### src/rtl/ifu_pkg.sv
// ---------------------------------------------------------------------------
// ifu_pkg
//   Shared types and constants for the instruction-fetch unit.
//   fetch_entry_t    : one {pc, inst} pair as carried from fetch to decode
//   INST_QUEUE_DEPTH : default fetch-to-decode queue depth
//   INST_QUEUE_SLACK : default number of in-flight fetches tolerated after full
//   RESET_PC         : architectural reset vector
// ---------------------------------------------------------------------------
package ifu_pkg;

    typedef struct packed {
        logic [31:0] pc;
        logic [31:0] inst;
    } fetch_entry_t;

    localparam int          INST_QUEUE_DEPTH = 16;
    localparam int          INST_QUEUE_SLACK = 2;
    localparam logic [31:0] RESET_PC         = 32'hbfc0_0000;

endpackage

### src/rtl/inst_queue_if.sv
// ---------------------------------------------------------------------------
// inst_queue_if
//   Fetch/decode handshake bundle for the instruction queue.
//   master : fetch + decode side (drives flush, w_*, r_ena*; observes status/data)
//   slave  : the queue itself
//   Signals: flush, w_ena, w_pc, w_inst, full, r_ena1, r_ena2, r_valid1/2,
//            r_pc1/2, r_inst1/2, empty, count[AW:0]
// ---------------------------------------------------------------------------
interface inst_queue_if
    import ifu_pkg::*;
#(
    parameter int DEPTH = INST_QUEUE_DEPTH
) ();
    localparam int AW = $clog2(DEPTH);

    logic          flush;
    logic          w_ena;
    logic [31:0]   w_pc;
    logic [31:0]   w_inst;
    logic          full;
    logic          r_ena1;
    logic          r_ena2;
    logic          r_valid1;
    logic [31:0]   r_pc1;
    logic [31:0]   r_inst1;
    logic          r_valid2;
    logic [31:0]   r_pc2;
    logic [31:0]   r_inst2;
    logic          empty;
    logic [AW:0]   count;

    modport master (
        output flush, w_ena, w_pc, w_inst, r_ena1, r_ena2,
        input  full, r_valid1, r_pc1, r_inst1, r_valid2, r_pc2, r_inst2, empty, count
    );

    modport slave (
        input  flush, w_ena, w_pc, w_inst, r_ena1, r_ena2,
        output full, r_valid1, r_pc1, r_inst1, r_valid2, r_pc2, r_inst2, empty, count
    );

endinterface

### src/rtl/inst_queue_ram.sv
// ---------------------------------------------------------------------------
// inst_queue_ram
//   DEPTH x fetch_entry_t storage: one synchronous write port, two
//   asynchronous read ports (oldest and second-oldest slot).
//   clk            : clock
//   we/waddr/wdata : write port
//   raddr1/rdata1  : read port 1
//   raddr2/rdata2  : read port 2
// ---------------------------------------------------------------------------
module inst_queue_ram
    import ifu_pkg::*;
#(
    parameter  int DEPTH = INST_QUEUE_DEPTH,
    localparam int AW    = $clog2(DEPTH)
) (
    input  logic         clk,
    input  logic         we,
    input  logic [AW-1:0] waddr,
    input  fetch_entry_t wdata,
    input  logic [AW-1:0] raddr1,
    input  logic [AW-1:0] raddr2,
    output fetch_entry_t rdata1,
    output fetch_entry_t rdata2
);

    fetch_entry_t mem [DEPTH];

    // NOTE: the array has no reset; occupancy lives in the control logic, so
    // stale contents are never observed and the array can map to plain RAM.
    always_ff @(posedge clk) begin
        if (we) begin
            mem[waddr] <= wdata;
        end
    end

    assign rdata1 = mem[raddr1];
    assign rdata2 = mem[raddr2];

endmodule

### src/rtl/inst_queue.sv
// ---------------------------------------------------------------------------
// inst_queue
//   Fetch-to-decode instruction queue. Accepts one {pc, inst} per cycle and
//   presents the two oldest entries to dual-issue decode. full is raised at
//   DEPTH-SLACK entries so fetches already in flight still fit. flush empties
//   the queue and outranks any same-cycle push/pop.
//   clk, rst : clock, synchronous active-high reset
//   q        : inst_queue_if.slave bundle (see inst_queue_if)
//   Build option INST_QUEUE_BYPASS_EN: an empty queue forwards the incoming
//   fetch straight to slot 1 in the same cycle; if decode takes it, it is
//   never written.
// ---------------------------------------------------------------------------
module inst_queue
    import ifu_pkg::*;
#(
    parameter  int DEPTH = INST_QUEUE_DEPTH,
    parameter  int SLACK = INST_QUEUE_SLACK,
    localparam int AW    = $clog2(DEPTH)
) (
    input  logic       clk,
    input  logic       rst,
    inst_queue_if.slave q
);

    localparam logic [AW:0] CNT_MAX  = (AW+1)'(DEPTH);
    localparam logic [AW:0] CNT_FULL = (AW+1)'(DEPTH - SLACK);

    logic [AW-1:0] wptr_q;
    logic [AW-1:0] rptr_q;
    logic [AW-1:0] rptr_p1;
    logic [AW:0]   count_q;

    logic          have1;
    logic          have2;
    logic          byp_active;
    logic          byp_take;
    logic          push;
    logic          pop1;
    logic          pop2;
    logic [1:0]    pop_n;

    fetch_entry_t  wr_entry;
    fetch_entry_t  rd_entry1;
    fetch_entry_t  rd_entry2;

    assign have1   = (count_q != '0);
    assign have2   = (count_q > (AW+1)'(1));
    assign rptr_p1 = rptr_q + AW'(1);

`ifdef INST_QUEUE_BYPASS_EN
    assign byp_active = !have1 && q.w_ena && !q.flush;
`else
    assign byp_active = 1'b0;
`endif
    // A bypassed entry that decode takes this cycle must not also be stored.
    assign byp_take = byp_active && q.r_ena1;

    assign push  = q.w_ena && !q.flush && !rst && (count_q < CNT_MAX) && !byp_take;
    assign pop1  = q.r_ena1 && have1;
    assign pop2  = pop1 && q.r_ena2 && have2;
    assign pop_n = pop2 ? 2'd2 : {1'b0, pop1};

    assign wr_entry = '{pc: q.w_pc, inst: q.w_inst};

    inst_queue_ram #(
        .DEPTH (DEPTH)
    ) u_ram (
        .clk    (clk),
        .we     (push),
        .waddr  (wptr_q),
        .wdata  (wr_entry),
        .raddr1 (rptr_q),
        .raddr2 (rptr_p1),
        .rdata1 (rd_entry1),
        .rdata2 (rd_entry2)
    );

    // NOTE: state registers use non-blocking assignments so every register
    // samples the pre-edge values of the others.
    always_ff @(posedge clk) begin
        if (rst || q.flush) begin
            wptr_q  <= '0;
            rptr_q  <= '0;
            count_q <= '0;
        end else begin
            if (push) begin
                wptr_q <= wptr_q + AW'(1);
            end
            rptr_q  <= rptr_q + AW'(pop_n);
            count_q <= count_q + (AW+1)'(push) - (AW+1)'(pop_n);
        end
    end

    // Status comes only from the registered count, so full has no
    // combinational path from w_ena or r_ena*.
    assign q.full  = (count_q >= CNT_FULL);
    assign q.empty = !have1;
    assign q.count = count_q;

    // NOTE: every output gets a default first so no path can infer a latch.
    // Data is forced to zero while a slot is empty, which also gives the
    // cleared outputs after reset without resetting the array.
    always_comb begin
        q.r_valid1 = have1;
        q.r_pc1    = '0;
        q.r_inst1  = '0;
        q.r_valid2 = have2;
        q.r_pc2    = '0;
        q.r_inst2  = '0;
        if (byp_active) begin
            q.r_valid1 = 1'b1;
            q.r_pc1    = q.w_pc;
            q.r_inst1  = q.w_inst;
        end else if (have1) begin
            q.r_pc1    = rd_entry1.pc;
            q.r_inst1  = rd_entry1.inst;
        end
        if (have2) begin
            q.r_pc2    = rd_entry2.pc;
            q.r_inst2  = rd_entry2.inst;
        end
    end

endmodule

### src/flat_wrapper.sv
// flat-port wrapper written by rule: the top's interface ports become plain ports
module inst_queue_flat import ifu_pkg::*;
#(
    parameter  int DEPTH = INST_QUEUE_DEPTH,
    parameter  int SLACK = INST_QUEUE_SLACK,
    localparam int AW    = $clog2(DEPTH)
)
  (clk, rst, q_flush, q_w_ena, q_w_pc, q_w_inst, q_r_ena1, q_r_ena2, q_full, q_r_valid1, q_r_pc1, q_r_inst1, q_r_valid2, q_r_pc2, q_r_inst2, q_empty, q_count);
  inst_queue_if #(.DEPTH(DEPTH)) q_i ();
  input  logic clk;
  input  logic rst;
  input wire logic [$bits(q_i.flush)-1:0] q_flush;
  input wire logic [$bits(q_i.w_ena)-1:0] q_w_ena;
  input wire logic [$bits(q_i.w_pc)-1:0] q_w_pc;
  input wire logic [$bits(q_i.w_inst)-1:0] q_w_inst;
  input wire logic [$bits(q_i.r_ena1)-1:0] q_r_ena1;
  input wire logic [$bits(q_i.r_ena2)-1:0] q_r_ena2;
  output wire logic [$bits(q_i.full)-1:0] q_full;
  output wire logic [$bits(q_i.r_valid1)-1:0] q_r_valid1;
  output wire logic [$bits(q_i.r_pc1)-1:0] q_r_pc1;
  output wire logic [$bits(q_i.r_inst1)-1:0] q_r_inst1;
  output wire logic [$bits(q_i.r_valid2)-1:0] q_r_valid2;
  output wire logic [$bits(q_i.r_pc2)-1:0] q_r_pc2;
  output wire logic [$bits(q_i.r_inst2)-1:0] q_r_inst2;
  output wire logic [$bits(q_i.empty)-1:0] q_empty;
  output wire logic [$bits(q_i.count)-1:0] q_count;
  assign q_i.flush = q_flush;
  assign q_i.w_ena = q_w_ena;
  assign q_i.w_pc = q_w_pc;
  assign q_i.w_inst = q_w_inst;
  assign q_i.r_ena1 = q_r_ena1;
  assign q_i.r_ena2 = q_r_ena2;
  assign q_full = q_i.full;
  assign q_r_valid1 = q_i.r_valid1;
  assign q_r_pc1 = q_i.r_pc1;
  assign q_r_inst1 = q_i.r_inst1;
  assign q_r_valid2 = q_i.r_valid2;
  assign q_r_pc2 = q_i.r_pc2;
  assign q_r_inst2 = q_i.r_inst2;
  assign q_empty = q_i.empty;
  assign q_count = q_i.count;
  inst_queue #(.DEPTH(DEPTH), .SLACK(SLACK)) u_core (.clk(clk), .rst(rst), .q(q_i));
endmodule
### config.mk
export PLATFORM = sky130hd
export DESIGN_NAME = inst_queue_flat
export DESIGN_NICKNAME = d
export VERILOG_FILES = /design/src/rtl/ifu_pkg.sv /design/src/rtl/inst_queue_if.sv /design/src/rtl/inst_queue_ram.sv /design/src/rtl/inst_queue.sv /design/src/flat_wrapper.sv
export SDC_FILE = /design/constraint.sdc
export NUM_CORES = 2
export LEC_CHECK = 0
export CORE_MARGIN = 2
export CORE_UTILIZATION = 55
export DETAILED_ROUTE_END_ITERATION = 10
export GPL_ROUTABILITY_DRIVEN = 0
export PLACE_DENSITY = 0.78
export SLEW_MARGIN = 40
export SYNTH_ARGS = -nofsm -noshare
export SYNTH_HDL_FRONTEND = slang
export SYNTH_SLANG_ARGS = --single-unit
### constraint.sdc
create_clock -name clk -period 7.5 [get_ports clk]
set_input_delay 2.25 -clock clk [delete_from_list [all_inputs] [get_ports clk]]
set_output_delay 2.25 -clock clk [all_outputs]
set_load 0.01 [all_outputs]
# Word-level counts from Yosys, hierarchy flattened
# Memory sizes are Yosys's and may differ from the RTL's. A register that Yosys moved wholly into a read port is not among the register bits.
# Cells that the tools add are included.
# op_classes
addsub,5
order_cmp,3
muxes,8
n_reduce_logical,11
# ops
operator,count
32-bit 2-to-1 mux,4
4-bit by 1-bit adder with 4-bit output (second input constant),2
1-bit logical AND,6
5-bit by 1-bit adder with 5-bit output,1
5-bit by 4-bit >= comparator with 1-bit output (second input constant),1
5-bit by 1-bit > comparator with 1-bit output (second input constant),1
5-bit less-than comparator (second input constant),1
5-bit nonzero test,1
5-bit by 2-bit subtractor with 5-bit output,1
4-bit by 2-bit adder with 4-bit output,1
4-bit 2-to-1 mux,1
1-bit logical NOT,3
1-bit 2-to-1 mux,2
2-bit 2-to-1 mux,1
1-bit logical OR,1
# totals
register_bits,13
ram_bits,1024
inputBits,70
out_inout_bits,137
wordCells,31
mem_count,1
# memory_table
name,depth,width,rd,rd_clocked_by_memory_dff,wr,line_no,rtl
u_core.u_ram.mem,16,64,2,1,1,inst_queue_ram.sv:26,fetch_entry_t mem [DEPTH];

# Longest topological paths before layout
# depth
depth_word,7
ltp_mapped,13
mapped_depth_nobuf,13

# Hierarchy
# Synthesis repeated with hierarchy kept, for this count alone.
# hier_totals
hier_cells,2361
area_unflattened_um2,47634.4
# modules_own_cells
mod,n_inst,cells_each,area_each_um2,seq_area_each_um2
inst_queue_ram,1,2119,45743.9,30749.5
inst_queue,1,242,1890.6,260.2

# Worst setup path before layout
# Ideal clock, no wire load.
# synth_timing
kind,input -> register
start,in q_flush
end,mem u_core.u_ram.mem[3][0] (netlist name) (enable)
setup_time_ps,564
t_arrival_ps,7383
t_required_ps,6936
path_slack_ps,-448
stages,3
path_buffers,0
path_cell_list,nor4b_2 -> nand2_1 -> nor3_1
# synth_between
elab_chain_cells,6
# synth_lines
item,line_no,rtl
from (decl),flat_wrapper.sv:12,input wire logic [$bits(q_i.flush)-1:0] q_flush;
1-bit logical NOT,inst_queue.sv:58,assign push = q.w_ena && !q.flush && !rst && (count_q < CNT_MAX) && !byp_take;
1-bit logical AND (3 in series),inst_queue.sv:58,
1-bit 2-to-1 mux,inst_queue_ram.sv:31,if (we) begin
1-bit 2-to-1 mux (not written as such),inst_queue_ram.sv:32,mem[waddr] <= wdata;
to (decl),inst_queue_ram.sv:26,
# Every way passes these cells.

# Final worst setup path
# layout_timing
start,reg u_core.rptr_q[0]
end,out q_r_pc2[14]
# layout_between
elab_chain_cells,3
# layout_lines
item,line_no,rtl
from (decl),inst_queue.sv:29,logic [AW-1:0] rptr_q;
from (signal assigned),inst_queue.sv:89,rptr_q <= rptr_q + AW'(pop_n);
4-bit by 1-bit adder with 4-bit output,inst_queue.sv:48,assign rptr_p1 = rptr_q + AW'(1);
memory 16 x 64 bit,--,
32-bit 2-to-1 mux,inst_queue.sv:118,if (have2) begin
to (decl),flat_wrapper.sv:23,output wire logic [$bits(q_i.r_pc2)-1:0] q_r_pc2;
# Every way passes these cells.

==> out/results.ini <==
[run_status]
status = finished, final reports clean

[pwr]
power.switching_w = 0.00456
p_seq_share_pct = 39.7
cellPowerDensity_nw_per_um2 = 293
power.share.clock_pct = 32.3
internal_power_w = 0.0117
p_sw_share_pct = 28.0
ir_worst_vdd_mv = 0.270
p_leak_nw = 17.1
power_frac_comb_pct = 28.0

[die]
ios = 207
die_y_um = 301
fp.dieW_um = 301
rows = 108
start_util_pct = 55.7
core-area_um2 = 87000
fp.dieArea_um2 = 90600

[synthesis]
synth_area_um2 = 48500
yosys-top-cells-count = edfxtp_1, mux4_2, mux2i_1
synth_nets = 2507
yosysMostFrequentCell = edfxtp_1
ys.warnings.count = 0
ys.flop_type = edfxtp_1
ys_async_sr_fraction_pct = 0
ys_seq_area_share_pct = 64.0
syn_area_per_cell_um2 = 20.0
yosysUniqueCellTypes = 51
ys_ff_latch = 1037
ys_top_cells_by_area = edfxtp_1, mux4_2, mux2i_1
synth_top_cell_area_share_pct = 63.4
synth-edff-count = 1024
synth_top_cell_by_area = edfxtp_1
synthCells = 2420

[final_layout]
area_growth_pct = 14.3
utilization_pct = 63.7
layout.nets = 2693
drive_above_1_share_pct = 28.5
fillers = 5796

[clocking]
clkLatencyLatePin_ns = 0.66
cts_setup_buffers = 0
cts.sinks = 1037
ctsHoldBuffers = 0
clk_pin_slew_worst_paths_ns = 0.07
clockRootBuffer = clkbuf_16
ctsResizeCount = 0
clock_path_buffers = 3
cts_tree = done
htreeDepth = 3
numCtsBuffers = 102

[detailed_routing]
wl_mm = 122
drtIter0Drc = 3093
vias = 26900
drtPass1Iterations = 6
wl_per_cell_um = 31.8
ant_nets = 0
viasPerCell = 7.00
drcViolationCount = 0

[global_routing]
antenna_found_initial = 13
grt_pass1_vias = 27800
grt_max_degree = 140
grt_overflow = 0
grt_usage_pct = 27.3
grt_first_pass_wirelength_mm = 181

[setup_path]
path_buf_inv = 2
cp-end-kind = output port
crit_start = u_core.rptr_q[0]
cpPeakStageDelay_ns = 0.83
slowest_stage = dfxtp_4
crit_required_ns = 5.25
crit_arrival_ns = 4.16
start_kind = register
path_delay_family = buffers and inverters
path_cells = ha_4 -> buf_12 -> mux4_2 -> mux2i_1 -> o22ai_1 -> clkdlybuf4s50_1
timing.rr.start = u_core.q.count[2]
critPathKind = reg -> out
worstPathMaxFanout = 57

[timing]
period_needed_ns = 6.41
max-slew-margin-rel_pct = 38.0
rsz0062_at_grt = no
period_share_pct = 85.5
slew_violations = 0
tightest_slew_ns = 0.930
setup_viol = 0
fin_tns_setup_ns = 0
hold_viol_final = 0
clock.fmax_ghz = 0.156
fin_skew_ns = 0.0229

[worst_hold_path]
worstHoldStart = u_core.wptr_q[1]
min_path_type = reg -> reg

[placement]
numPortBuffers = 206
dp_hpwl_mm = 67.8

[job]
drv_cap = 0

kinds of logic after synthesis:
logic type | count (synthesis) | synth area share, %
xor+xnor | 10 | 0.181
flops | 1037 | 64.0
fa+ha+maj | 17 | 0.470
buf+inv | 213 | 2.54
mux | 719 | 27.1
compound gates | 261 | 3.94
simple gates | 163 | 1.78
layout make-up:
cell class	count	area, um^2	area share, %
Antenna cell	6	15.0	0.0271
Clock buffer	122	2670	4.82
Clock inverter	60	753	1.36
Inverter	14	52.6	0.0949
Multi-Input combinational cell	1170	16400	29.7
Sequential cell	1037	31000	56.0
Tap cell	1155	1450	2.61
Timing Repair Buffer	281	3000	5.42
cells in the final DEF, fill, tap and decap left out, types with 14 or more instances in the layout:
master / count
a211oi_1: 99
buf_12: 22
buf_4: 40
bufinv_16: 17
clkbuf_1: 18
clkbuf_16: 104
clkdlybuf4s50_1: 206
clkinv_1: 14
clkinv_2: 17
edfxtp_1: 1024
ha_1: 14
mux2_2: 25
mux2i_1: 220
mux4_2: 474
nand2_1: 31
nor2_1: 22
nor2b_1: 63
o21ai_0: 15
o22ai_1: 72
metal layers:
layer,track usage [%],part of all wire [%],vias to the layer above
met5,0,0.093,-
met4,9.64,2.9,16
met3,5.98,9.9,225
met2,44.7,50,1580
met1,36.6,37,14200
li1,-,-,10800
worst reg2reg max path, delay by kind of cell (launching register included):
kind,cells,cell delay (ns)
flops,1,0.36
xor+xnor,1,0.18
compound gates,3,0.37
fa+ha+maj,3,0.85
buf+inv,3,0.67
simple gates,3,0.81
flip-flops by register name (all words and copies together) (netlist names):
signal and flops:
u_core.q.count 5, u_core.u_ram.mem 1024, u_core.wptr_q 4, u_core.rptr_q 4
stage by stage:
step                      cell area [um^2]  total power (W)  hold WS (ns)  setup slack, ns  cells
after CTS                            55300           0.0163         0.587             1.04   3837
after global placement               51800           0.0111         0.538             1.80   3651
final                                55400           0.0163         0.600             1.09   3845
after floorplan                      48500          0.00925         0.521             1.27   2420
after detailed placement             51900           0.0111         0.579             1.75   3655
after global routing                 55400           0.0168         0.612            0.905   3843
power by group through the flow:
stage | combinational (W) | sequential, W | clock, W
floorplan | 0.00270 | 0.00655 | 0
global placement | 0.00450 | 0.00657 | 0
detailed placement | 0.00455 | 0.00658 | 0
CTS | 0.00458 | 0.00646 | 0.00531
global route | 0.00481 | 0.00646 | 0.00554
finish | 0.00455 | 0.00646 | 0.00525
final timing paths:
check,endpoint,slack (ns),cells past startpoint
min,u_core.wptr_q[1],0.60,2
max reg2reg,u_core.q.count[4],4.14,13
max,q_r_pc2[14],1.09,6
min reg2reg,u_core.wptr_q[1],0.60,2
Note: power is estimated with default switching activity, not from simulation.
